`src/rtl/ram_line_xfer.sv`:
```
`timescale 1ns/1ps
// Cache-line <-> RAM word engine: queues line requests and splits each into WORDS word accesses.
// Latency: with zero-wait RAM, cache_ack is high in the cycle after edge T+2*WORDS (push at T).
// Backpressure: cache_ready drops when the queue is full; a RAM word waits for ram_ack or the timeout.
module ram_line_xfer #(
    parameter int ADDR_SIZE  = 13,
    parameter int LINE_WIDTH = 64,
    parameter int WORD_SIZE  = 16,
    parameter int QDEPTH     = 2,
    parameter int CWF        = 1,
    parameter int TIMEOUT    = 255
) (
    input  logic                  clk,
    input  logic                  not_reset,
    input  logic                  cache_avalid,
    input  logic                  cache_rnw,
    input  logic [ADDR_SIZE-1:0]  cache_addr,
    input  logic [LINE_WIDTH-1:0] cache_wdata,
    output logic                  cache_ready,
    output logic [LINE_WIDTH-1:0] cache_rdata,
    output logic                  cache_ack,
    output logic                  cache_err,
    input  logic [WORD_SIZE-1:0]  ram_rdata,
    input  logic                  ram_ack,
    output logic                  ram_avalid,
    output logic                  ram_rnw,
    output logic [ADDR_SIZE-1:0]  ram_addr,
    output logic [WORD_SIZE-1:0]  ram_wdata
);

    localparam int WORDS = LINE_WIDTH / WORD_SIZE;
    localparam int OFS   = $clog2(WORDS);
    localparam int PW    = (QDEPTH > 1) ? $clog2(QDEPTH) : 1;
    localparam int CW    = $clog2(QDEPTH + 1);
    localparam int TW    = (TIMEOUT > 0) ? $clog2(TIMEOUT + 1) : 1;

    localparam logic [2:0] S_IDLE = 3'd0;
    localparam logic [2:0] S_REQ  = 3'd1;
    localparam logic [2:0] S_GAP  = 3'd2;
    localparam logic [2:0] S_DONE = 3'd3;
    localparam logic [2:0] S_ERR  = 3'd4;

    typedef struct packed {
        logic                  rnw;
        logic [ADDR_SIZE-1:0]  addr;
        logic [LINE_WIDTH-1:0] wdata;
    } req_t;

    req_t                      q_mem [QDEPTH];
    req_t                      head;
    logic [PW-1:0]             wr_ptr, rd_ptr;
    logic [CW-1:0]             q_cnt;
    logic                      push, pop;

    logic [2:0]                state;
    logic                      cur_rnw;
    logic [ADDR_SIZE-OFS-1:0]  cur_hi;
    logic [OFS-1:0]            cur_start, idx, off;
    logic [LINE_WIDTH-1:0]     cur_wdata, rbuf, rbuf_upd;
    logic [TW-1:0]             tcnt;
    logic                      last, timeout_hit;

    function automatic logic [PW-1:0] ptr_inc(input logic [PW-1:0] p);
        return (p == PW'(QDEPTH - 1)) ? '0 : p + PW'(1);
    endfunction

    assign cache_ready = (q_cnt != CW'(QDEPTH));
    assign push        = cache_avalid & cache_ready;
    assign pop         = (state == S_IDLE) && (q_cnt != '0);
    assign head        = q_mem[rd_ptr];

    always_ff @(posedge clk) begin
        if (push)
            q_mem[wr_ptr] <= '{rnw: cache_rnw, addr: cache_addr, wdata: cache_wdata};
    end

    always_ff @(posedge clk or negedge not_reset) begin
        if (!not_reset) begin
            wr_ptr <= '0;
            rd_ptr <= '0;
            q_cnt  <= '0;
        end else begin
            if (push)
                wr_ptr <= ptr_inc(wr_ptr);
            if (pop)
                rd_ptr <= ptr_inc(rd_ptr);
            case ({push, pop})
                2'b10:   q_cnt <= q_cnt + CW'(1);
                2'b01:   q_cnt <= q_cnt - CW'(1);
                default: q_cnt <= q_cnt;
            endcase
        end
    end

    // Offset add is OFS bits wide so it wraps within the line and never touches cur_hi.
    assign off         = cur_start + idx;
    assign last        = (idx == OFS'(WORDS - 1));
    assign timeout_hit = (TIMEOUT != 0) && (tcnt == TW'(TIMEOUT - 1));

    assign ram_avalid = (state == S_REQ);
    assign ram_rnw    = cur_rnw;
    assign ram_addr   = {cur_hi, off};
    assign ram_wdata  = cur_wdata[int'(off) * WORD_SIZE +: WORD_SIZE];
    assign cache_ack  = (state == S_DONE) || (state == S_ERR);
    assign cache_err  = (state == S_ERR);

    always_comb begin
        rbuf_upd = rbuf;
        rbuf_upd[int'(off) * WORD_SIZE +: WORD_SIZE] = ram_rdata;
    end

    always_ff @(posedge clk or negedge not_reset) begin
        if (!not_reset) begin
            state       <= S_IDLE;
            cur_rnw     <= 1'b0;
            cur_hi      <= '0;
            cur_start   <= '0;
            cur_wdata   <= '0;
            idx         <= '0;
            tcnt        <= '0;
            rbuf        <= '0;
            cache_rdata <= '0;
        end else begin
            case (state)
                S_IDLE: begin
                    if (pop) begin
                        cur_rnw   <= head.rnw;
                        cur_hi    <= head.addr[ADDR_SIZE-1:OFS];
                        cur_start <= (head.rnw && CWF != 0) ? head.addr[OFS-1:0] : '0;
                        cur_wdata <= head.wdata;
                        idx       <= '0;
                        tcnt      <= '0;
                        state     <= S_REQ;
                    end
                end
                S_REQ: begin
                    if (ram_ack) begin
                        if (cur_rnw)
                            rbuf <= rbuf_upd;
                        if (last) begin
                            if (cur_rnw)
                                cache_rdata <= rbuf_upd;
                            state <= S_DONE;
                        end else begin
                            state <= S_GAP;
                        end
                    end else if (timeout_hit) begin
                        state <= S_ERR;
                    end else begin
                        tcnt <= tcnt + TW'(1);
                    end
                end
                S_GAP: begin
                    idx   <= idx + OFS'(1);
                    tcnt  <= '0;
                    state <= S_REQ;
                end
                S_DONE:  state <= S_IDLE;
                S_ERR:   state <= S_IDLE;
                default: state <= S_IDLE;
            endcase
        end
    end

endmodule

```
`config.mk`:
```
export PLATFORM = sky130hd
export DESIGN_NAME = ram_line_xfer
export DESIGN_NICKNAME = d
export VERILOG_FILES = /design/src/rtl/ram_line_xfer.sv
export SDC_FILE = /design/constraint.sdc
export NUM_CORES = 1
export LEC_CHECK = 0
export ABC_AREA = 1
export CELL_PAD_IN_SITES_DETAIL_PLACEMENT = 2
export CELL_PAD_IN_SITES_GLOBAL_PLACEMENT = 2
export CORE_ASPECT_RATIO = 0.6
export CORE_MARGIN = 8
export CORE_UTILIZATION = 35
export CTS_CLUSTER_DIAMETER = 120
export DETAILED_ROUTE_END_ITERATION = 8
export GPL_TIMING_DRIVEN = 0
export PLACE_DENSITY = 0.75
export SLEW_MARGIN = 40
export SYNTH_ARGS = -nofsm -noshare
export SYNTH_HDL_FRONTEND = slang
export SYNTH_SLANG_ARGS = --single-unit
```
`constraint.sdc`:
```
create_clock -name clk -period 5.4 [get_ports clk]
set_input_delay 1.35 -clock clk [delete_from_list [all_inputs] [get_ports clk]]
set_output_delay 1.35 -clock clk [all_outputs]
set_load 0.005 [all_outputs]
```
Yosys cells after proc, flatten, opt, wreduce, memory -nomap -nowiden
Memory sizes are Yosys's and may differ from the RTL's.
Cells that the tools add are included.
{"block": "word_totals", "latch_bits": 0, "reg_bits": 223, "output_inout_bits": 98, "mem_count": 1, "wordCells": 69, "mem_bits_rw": 156, "rom_bits": 0}
{"name": "q_mem", "words": 2, "width": 78, "read_ports": 1, "rd_ports_with_merged_regs": 0, "wr": 1, "line_no": "49", "text": "req_t q_mem [QDEPTH];"}
{"block": "classes", "multipliers": 0, "n_div": 0, "add_sub_neg": 8, "order_cmp": 0, "bitwise": 1, "n_mux": 18, "shift": 3, "eq_ne": 13, "n_reduce_logical": 13}
{"cell": "64-bit bitwise mux", "n": 1}
{"cell": "16-bit by 33-bit variable shift with 64-bit output, first input constant", "n": 1}
{"cell": "16-bit by 33-bit variable part select with 64-bit output", "n": 1}
{"cell": "64-bit by 7-bit variable part select with 16-bit output", "n": 1}
{"cell": "6-bit negator with 33-bit output", "n": 1}
{"cell": "8-bit 2-to-1 mux", "n": 3}
{"cell": "8-bit one-hot mux with 3 select lines", "n": 1}
{"cell": "3-bit 2-to-1 mux", "n": 3}
{"cell": "3-bit one-hot mux with 3 select lines", "n": 1}
{"cell": "8-bit by 1-bit adder with 8-bit output, second input constant", "n": 1}
{"cell": "8-bit equality test, second input constant", "n": 1}
{"cell": "2-bit inequality test, second input constant", "n": 4}
{"cell": "2-bit one-hot mux with 2 select lines", "n": 2}
{"cell": "4-bit AND reduction", "n": 2}
{"cell": "3-bit by 2-bit equality test with 1-bit output, second input constant", "n": 2}
{"cell": "2-bit AND reduction", "n": 3}
{"cell": "2-bit nonzero test", "n": 3}
{"cell": "1-bit 2-to-1 mux", "n": 5}
{"cell": "2-bit by 1-bit adder with 2-bit output, second input constant", "n": 2}
{"cell": "2-bit equality test, second input constant", "n": 2}
{"cell": "2-bit 2-to-1 mux", "n": 2}
{"cell": "3-bit by 1-bit equality test with 1-bit output, second input constant", "n": 1}
{"cell": "3-bit equality test, second input constant", "n": 1}
{"cell": "3-bit logical NOT", "n": 1}
{"cell": "10 further kinds", "n": 11}

Depth between registers and ports, before layout
Gate-level depths: netlist of run 1.
{"block": "depth", "ltp_word": 4, "mapped_depth": 14, "ltp_nobuf": 11}

Worst setup path before layout of run 1
Ideal clock, no wire load.
{"block": "synth_path", "path_kind": "input -> register", "startpoint": "in cache_avalid", "endpoint": "mem q_mem[1][0] in the netlist's numbering, enable pin", "setup_slack_ns": 0.166, "arrival_ns": 4.718, "required_time_ns": 4.884, "stages": 2, "setup_ns": 0.516, "cell_sequence": "nand2_1 nor2_1"}
{"block": "synth_between", "elab_chain_cells": 3}
{"item": "from (decl)", "line_no": "15", "text": "input logic cache_avalid,"}
{"item": "1-bit AND", "line_no": "68", "text": "assign push = cache_avalid & cache_ready;"}
{"item": "1-bit 2-to-1 mux", "line_no": "73", "text": "if (push)"}
{"item": "1-bit 2-to-1 mux (not written as such)", "line_no": "74", "text": "q_mem[wr_ptr] <= '{rnw: cache_rnw, addr: cache_addr, wdata: cache_wdata};"}
{"item": "to (decl)", "line_no": "49"}
Every way passes these cells.

Worst setup path in the final report of run 1
{"block": "layout_path", "startpoint": "reg idx[0]", "endpoint": "out ram_wdata[5]"}
{"block": "layout_between", "elab_chain_cells": 2}
{"item": "from (decl)", "line_no": "58", "text": "logic [OFS-1:0] cur_start, idx, off;"}
{"item": "from (signal assigned)", "line_no": "154", "text": "idx <= idx + OFS'(1);"}
{"item": "2-bit adder", "line_no": "96", "text": "assign off = cur_start + idx;"}
{"item": "64-bit by 7-bit variable part select with 16-bit output", "line_no": "103", "text": "assign ram_wdata = cur_wdata[int'(off) * WORD_SIZE +: WORD_SIZE];"}
{"item": "to (decl)", "line_no": "28", "text": "output logic [WORD_SIZE-1:0] ram_wdata"}
Every way passes these cells.

==> results of run 1 <==
==> registers in the layout, summed over array words and instances (netlist names) <==
signal and count:
q_mem 156, cache_rdata 64, cur_wdata 64, rbuf 64, cur_hi 11, tcnt 8, state 3, cur_start 2
idx 2, q_cnt 2, ram_rnw 1, rd_ptr 1, wr_ptr 1
==> power breakdown <==
part | internal (mW) | switching [mW] | total, mW | leakage [nW]
clock network | 1.50 | 1.20 | 2.70 | 0.610
logic | 1.66 | 3.37 | 5.03 | 3.76
registers | 3.88 | 0.481 | 4.36 | 4.38
total | 7.05 | 5.04 | 12.1 | 8.76
==> layout by cell type, fill, tap and decap left out, drive strengths merged, types with 2 or more instances in the layout <==
| cell | n |
|---|---|
| a21oi | 4 |
| buf | 38 |
| clkbuf | 121 |
| clkdlybuf4s50 | 194 |
| clkinv | 13 |
| dfrtp | 223 |
| diode | 3 |
| edfxtp | 156 |
| ha | 8 |
| inv | 39 |
| mux2i | 2 |
| nand2 | 648 |
| nand3 | 15 |
| nand4 | 32 |
| nor2 | 210 |
| nor3 | 28 |
| o21ai | 24 |
| o22ai | 23 |
| o31ai | 75 |
| xnor2 | 4 |
| xor2 | 4 |
==> final cells by class <==
type / count / area (µm²)
Fill cell: 4667 / 24600
Antenna cell: 3 / 7.51
Inverter: 40 / 150
Buffer: 88 / 383
Clock inverter: 13 / 114
Sequential cell: 379 / 10300
Multi-Input combinational cell: 1081 / 4830
Tap cell: 589 / 737
Timing Repair Buffer: 208 / 2210
Clock buffer: 57 / 1120
==> worst max-delay path, cell delays in order (launching register included) <==
cell and delay (ns):
dfrtp_1 0.44, ha_1 0.62, clkbuf_1 0.42, clkbuf_1 0.49
nand2_1 0.20, nand2_1 0.16, o22ai_1 0.10, nor2_1 0.13
clkdlybuf4s50_1 0.55
==> worst max path at each step <==
stage | startpoint | end
detailed placement | idx[0]$_DFFE_PN0P_ | ram_wdata[5]
finish | idx[0]$_DFFE_PN0P_ | ram_wdata[5]
global route | idx[0]$_DFFE_PN0P_ | ram_wdata[11]
floorplan | cache_avalid | q_mem[1][0]$_DFFE_PP_
global placement | not_reset | cache_rdata[33]$_DFFE_PN0P_
CTS | idx[0]$_DFFE_PN0P_ | ram_wdata[11]
==> layer usage <==
layer  vias to the layer above  part of all wire
met5                         -           0.00048
met2                       218              0.46
met3                        85             0.045
met1                      6423              0.47
li1                       5714                 -
met4                         4             0.022
==> metrics by stage <==
step	util	cell area, µm²	cells	TNS, ns	hold WS [ns]
2_1_floorplan	-	15600	1588	0	0.449
3_3_place_gp	0.412	18300	2372	-2174.22	0.453
3_5_place_dp	0.418	18600	2385	0	0.463
4_1_cts	0.446	19800	2455	0	0.477
5_1_grt	0.446	19800	2458	0	0.496
6_report	0.446	19800	2458	0	0.471
==> kinds of logic after synthesis <==
group           count (synthesis)  share of synthesized area
compound gates                128                     0.0597
xor+xnor                        8                    0.00449
fa+ha+maj                       8                    0.00641
buf+inv                       128                     0.0341
flops                         379                      0.658
mux                             2                    0.00128
simple gates                  935                      0.236
==> results.md, run 1 <==
* Crit Reg-Reg Startpoint: idx[0]$_DFFE_PN0P_
* # resized after CTS at 0
* Synth Area per Inst at 9.83 µm²
* Mapped cell area at 15600 µm²
* GRT met1 Usage at 0.306
* I/O Buffers at 195
* M3 GR Usage at 0.0408
* GR Layer Usage met2 at 0.344
* Power per cell area at 610 nW/µm²
* Final Setup Violations at 0
* WL final at 56800 µm
* Initial drt markers at 625
* Worst-Margin Slew at 0.698 ns
* Root Buffer: clkbuf_16
* Leak Pwr at 8.76 nW
* Later-pin clock latency in the skew report at 0.56 ns
* CP max FO at 10
* Routed len/inst at 23.1 µm
* Largest net degree at the start of global routing at 70
* Die X at 289 µm
* Cell accounting for the most synthesized area: dfrtp_1
* HP Start: cache_rdata[24]$_DFFE_PN0P_
* Max Clk Rate at 0.200 GHz
* Final Hold Viols at 0
* Hold Path Depth at 2
* Core Region at 44400 µm²
* Count leader, synth: nand2_1
* Ys async rst share at 0.588
* GRT Residual Overflow at 0
* GRT busiest layer: met2
* Setup crit end kind: output pin
* Status: finished, final reports clean
* Primary FF master, synth: dfrtp_1
* Slew margin rel. at 0.535
* Chip height at 180 µm
* Hold Path Class: flop to flop
* Post-synth EDFFs at 156
* Final setup margin at 0.400 ns
* Post-synth top cells: nand2_1, dfrtp_1, nor2_1
* Die area at 51800 µm²
* Starting density of the core at 0.351
* Setup bufs post-CTS at 0
* FF-to-FF End: rbuf[30]$_DFFE_PN0P_
* Max cap viols at 0
* Ranking of synthesized cells by area: dfrtp_1, edfxtp_1, nand2_1
* Dpl ws at 1.03 ns
* Via density at 5.06
* Critical path class: flop to output pin
* Seq/Total Area, Yosys at 0.658
* H-tree depth at 2
* Period Utilization, post-route at 0.926
* Share of the synthesized area in the top cell type at 0.357
* Antenna viol nets, final at 0
* Depth of the worst register-to-register path at 12
* Post-Syn Nets at 1694
* GR Util All Layers at 0.218
* Area delta synth->final at 27.0%
* Peak supply drop at 0.000239 V
* Clock skew at 0.0343 ns
* Setup repair after global routing missed its margin: no
* Hold Crit Endpoint: cache_rdata[24]$_DFFE_PN0P_
* Final GP Congestion at 0.799
* Nets@finish at 1943
* CTS buffer count at 39
* Initial antenna violation count at 5
* WP data required at 4.05 ns
* Layout cells sized above 1 at 0.0654
* Crit path DAT at 3.65 ns
* Residual DRC at 0
* Global-route wire length before repair at 86600 µm
* Seq cells post-synth at 379
* Clk pin slew, worst setup/hold paths at 0.07 ns
* Row cnt at 60
* # IOs at 196
* Critical path launch point type: flop
* Total power at 12.1 mW
* Clock Path Buffers at 3
* HPWL Detailed at 41300 µm
* First drt pass iteration count at 5
* Synthesized instance count at 1588
* Final-report max-slew violation count at 0
* Flop-to-flop setup slack at 1.80 ns
* TritonCTS clock tree: yes
* Hold Buf Count CTS at 0
* Synth warn at 0
* Sink Count at 379
* Vias post-DR at 12400
* Min Tclk post-route at 5.00 ns
* Number of global-route vias before repair at 14000
* Distinct cell type count after synthesis at 33
(Power assumes the default switching activity.)
==> run 2, diff against run 1 <==
Settings changed: ABC_AREA 1 to unset, PLACE_DENSITY 0.75 to 0.71.
==> results.md, run 2 <==
* Status: finished, final reports clean
* CTS buffer count at 40 (+2.6%)
* GRT Residual Overflow at 0 (unchanged)
* Power per cell area at 618 nW/µm² (+1.4%)
* Min Tclk post-route at 4.64 ns (-0.357 ns)
* Initial antenna violation count at 2 (-3)
* Die X at 283 µm (-2.0%)
* First drt pass iteration count at 7 (+2)
* Routed len/inst at 25.5 µm (+10%)
* Nets@finish at 1527 (-21%)
* WL final at 51600 µm (-9.1%)
* Via density at 5.32 (+5.0%)
* Crit Reg-Reg Startpoint: idx[0]$_DFFE_PN0P_
* Final-report max-slew violation count at 0 (unchanged)
* Crit path DAT at 3.29 ns (-0.36 ns)
* HPWL Detailed at 37100 µm (-10%)
* Post-synth EDFFs at 156 (unchanged)
* Max Clk Rate at 0.215 GHz (+7.7%)
* WP data required at 4.05 ns (about the same)
* Hold Buf Count CTS at 0 (unchanged)
* GR Util All Layers at 0.204 (-0.0138)
* Synthesized instance count at 1174 (-26%)
* Final GP Congestion at 0.796 (-0.41%)
* Cell accounting for the most synthesized area: dfrtp_1
* Clock Path Buffers at 3 (unchanged)
* Largest register FFs at 156 (unchanged)
* Depth of the worst register-to-register path at 12 (unchanged)
* Synth Area per Inst at 12.7 µm² (+30%)
* Clk pin slew, worst setup/hold paths at 0.06 ns (about the same)
* Clock skew at 0.0127 ns (-0.0217 ns)
* TritonCTS clock tree: yes
* Seq/Total Area, Yosys at 0.686 (+0.0285)
* Ranking of synthesized cells by area: dfrtp_1, edfxtp_1, mux2i_1
* Global-route wire length before repair at 78200 µm (-9.7%)
* Finished layout cell area at 19100 µm² (-3.5%)
* Setup repair after global routing missed its margin: no
* Root Buffer: clkbuf_16
* Hold Path Class: flop to flop
* # resized after CTS at 0 (unchanged)
* Area of the multi-input gates at 4310 µm² (-11%)
* Most common cell after layout, fill and taps aside: dfrtp_1
* Critical path launch point type: flop
* Setup bufs post-CTS at 0 (unchanged)
* Seq cells post-synth at 379 (unchanged)
* Worst-Margin Slew at 0.829 ns (+0.131 ns)
* # IOs at 196 (unchanged)
* Synth warn at 0 (unchanged)
* Later-pin clock latency in the skew report at 0.54 ns (-0.02 ns)
* Die area at 49800 µm² (-3.9%)
* Largest net degree at the start of global routing at 65 (-7.1%)
* Area delta synth->final at 27.9%
* Count leader, synth: dfrtp_1
* Fillers at 4155 (-11%)
* Setup TNS at 0 ns (unchanged)
* Mapped cell area at 15000 µm² (-4.2%)
* Final Setup Violations at 0 (unchanged)
* Number of global-route vias before repair at 12100 (-13%)
* FF-to-FF End: rbuf[41]$_DFFE_PN0P_
* Core Region at 42000 µm² (-5.5%)
* Ys async rst share at 0.588 (unchanged)
* Primary FF master, synth: dfrtp_1
* Slew margin rel. at 0.447 (-0.0875)
* Initial drt markers at 614 (-1.8%)
* Final Hold Viols at 0 (unchanged)
* Critical path class: flop to output pin
* Biggest register: q_mem
* Max cap viols at 0 (unchanged)
* Worst setup startpoint: idx[0]$_DFFE_PN0P_
* Post-synth top cells: dfrtp_1, nand2_1, edfxtp_1
* Antenna viol nets, final at 0 (unchanged)
* CP max FO at 10 (unchanged)
* Sink Count at 379 (unchanged)
* Post-Syn Nets at 1280 (-24%)
* Starting density of the core at 0.356 (+0.00482)
* I/O Buffers at 195 (unchanged)
* Chip height at 176 µm (-1.9%)
* Flop-to-flop setup slack at 2.07 ns (+0.27 ns)
* Vias post-DR at 10800 (-13%)
* Reg area at 10300 µm² (unchanged)
* Layout cells sized above 1 at 0.0916 (+0.0262)
* Leak Pwr at 7.79 nW (-11%)
* H-tree depth at 2 (unchanged)
* Commonest non-fill, non-tap cells in the layout: dfrtp_1, clkdlybuf4s50_1, nand2_1
* Peak supply drop at 0.000301 V (+26%)
* Period Utilization, post-route at 0.860 (-0.0661)
* Share of the synthesized area in the top cell type at 0.373 (+0.0155)
* Residual DRC at 0 (unchanged)
* Critical path endpoint: ram_wdata[6]
* Setup crit end kind: output pin
* Row cnt at 58 (-3.3%)
* Distinct cell type count after synthesis at 48 (+45%)
* Dpl cell area at 17900 µm² (-3.8%)
[run 2: changes by cell type after synthesis, sizes merged, moves of 23 or more]
cell / previous run / this run
nand2: 648 / 170
o21ai: 24 / 149
nor2: 210 / 89
mux2i: 2 / 78
o31ai: 75 / 3
a21oi: 4 / 68
a31oi: 1 / 33
inv: 38 / 7
nand4: 32 / 1
nor3: 28 / 2
o22ai: 23 / 0
[run 2: worst min-delay path by stage]
stage	slack [ns]	from	endpoint	cells past startpoint
after floorplan	0.44	cur_wdata[40]$_DFFE_PN0P_	cur_wdata[40]$_DFFE_PN0P_	2
after global placement	0.46	cur_wdata[47]$_DFFE_PN0P_	cur_wdata[47]$_DFFE_PN0P_	2
after detailed placement	0.47	cur_hi[3]$_DFFE_PN0P_	cur_hi[3]$_DFFE_PN0P_	2
after CTS	0.49	cur_hi[3]$_DFFE_PN0P_	cur_hi[3]$_DFFE_PN0P_	2
after global routing	0.51	rbuf[36]$_DFFE_PN0P_	rbuf[36]$_DFFE_PN0P_	1
final	0.48	cur_wdata[43]$_DFFE_PN0P_	cur_wdata[43]$_DFFE_PN0P_	2
[run 2: final cells by class]
class | instances | share of cell area
clock inverter | 13 | 0.00392
inverter | 8 | 0.00157
clock buffer | 60 | 0.0615
multi-input combinational | 708 | 0.225
timing repair buffer | 205 | 0.114
sequential | 379 | 0.536
tap | 570 | 0.0373
antenna | 3 | 0.000392
buffer | 79 | 0.0196
[run 2: worst max-delay path: stages (launching register included)]
cell and delay (ns):
dfrtp_1 0.42, ha_1 0.38, buf_2 0.38, buf_2 0.45, mux4_2 0.56, clkdlybuf4s50_1 0.55
[run 2: power breakdown]
group	internal (mW)	switching [mW]	leakage, nW
clock	1.51	1.17	0.626
sequential	4.03	0.529	4.40
combinational	1.90	2.70	2.76
[run 2: cell families (layout without fill, tap and decap cells)]
kind of cell | Yosys count | in the layout | share of synthesized area
simple gates | 292 | 292 | 0.0808
fa+ha+maj | 8 | 8 | 0.00669
xor+xnor | 7 | 7 | 0.00410
buf+inv | 87 | 365 | 0.0265
flops | 379 | 379 | 0.686
compound gates | 307 | 307 | 0.120
other cells | 0 | 3 | 0
mux | 94 | 94 | 0.0763
[run 2: through the flow]
stage	util	hold WS (ns)	std cells	power [mW]	setup WS, ns
after floorplan	-	0.445	1174	6.80	0.187
after global placement	0.420	0.460	1939	8.94	-7.64
after CTS	0.455	0.488	2022	12.0	0.665
final	0.455	0.483	2025	11.8	0.757
after detailed placement	0.425	0.475	1949	9.23	1.25
after global routing	0.455	0.506	2024	12.5	0.581
[run 2: layer usage]
layer  wire [µm]  global-route usage  part of all wire
met3        2350              0.0334             0.046
met4        1010              0.0518             0.020
met2       24200               0.327              0.47
met5           0                   0                 0
met1       24100               0.287              0.47
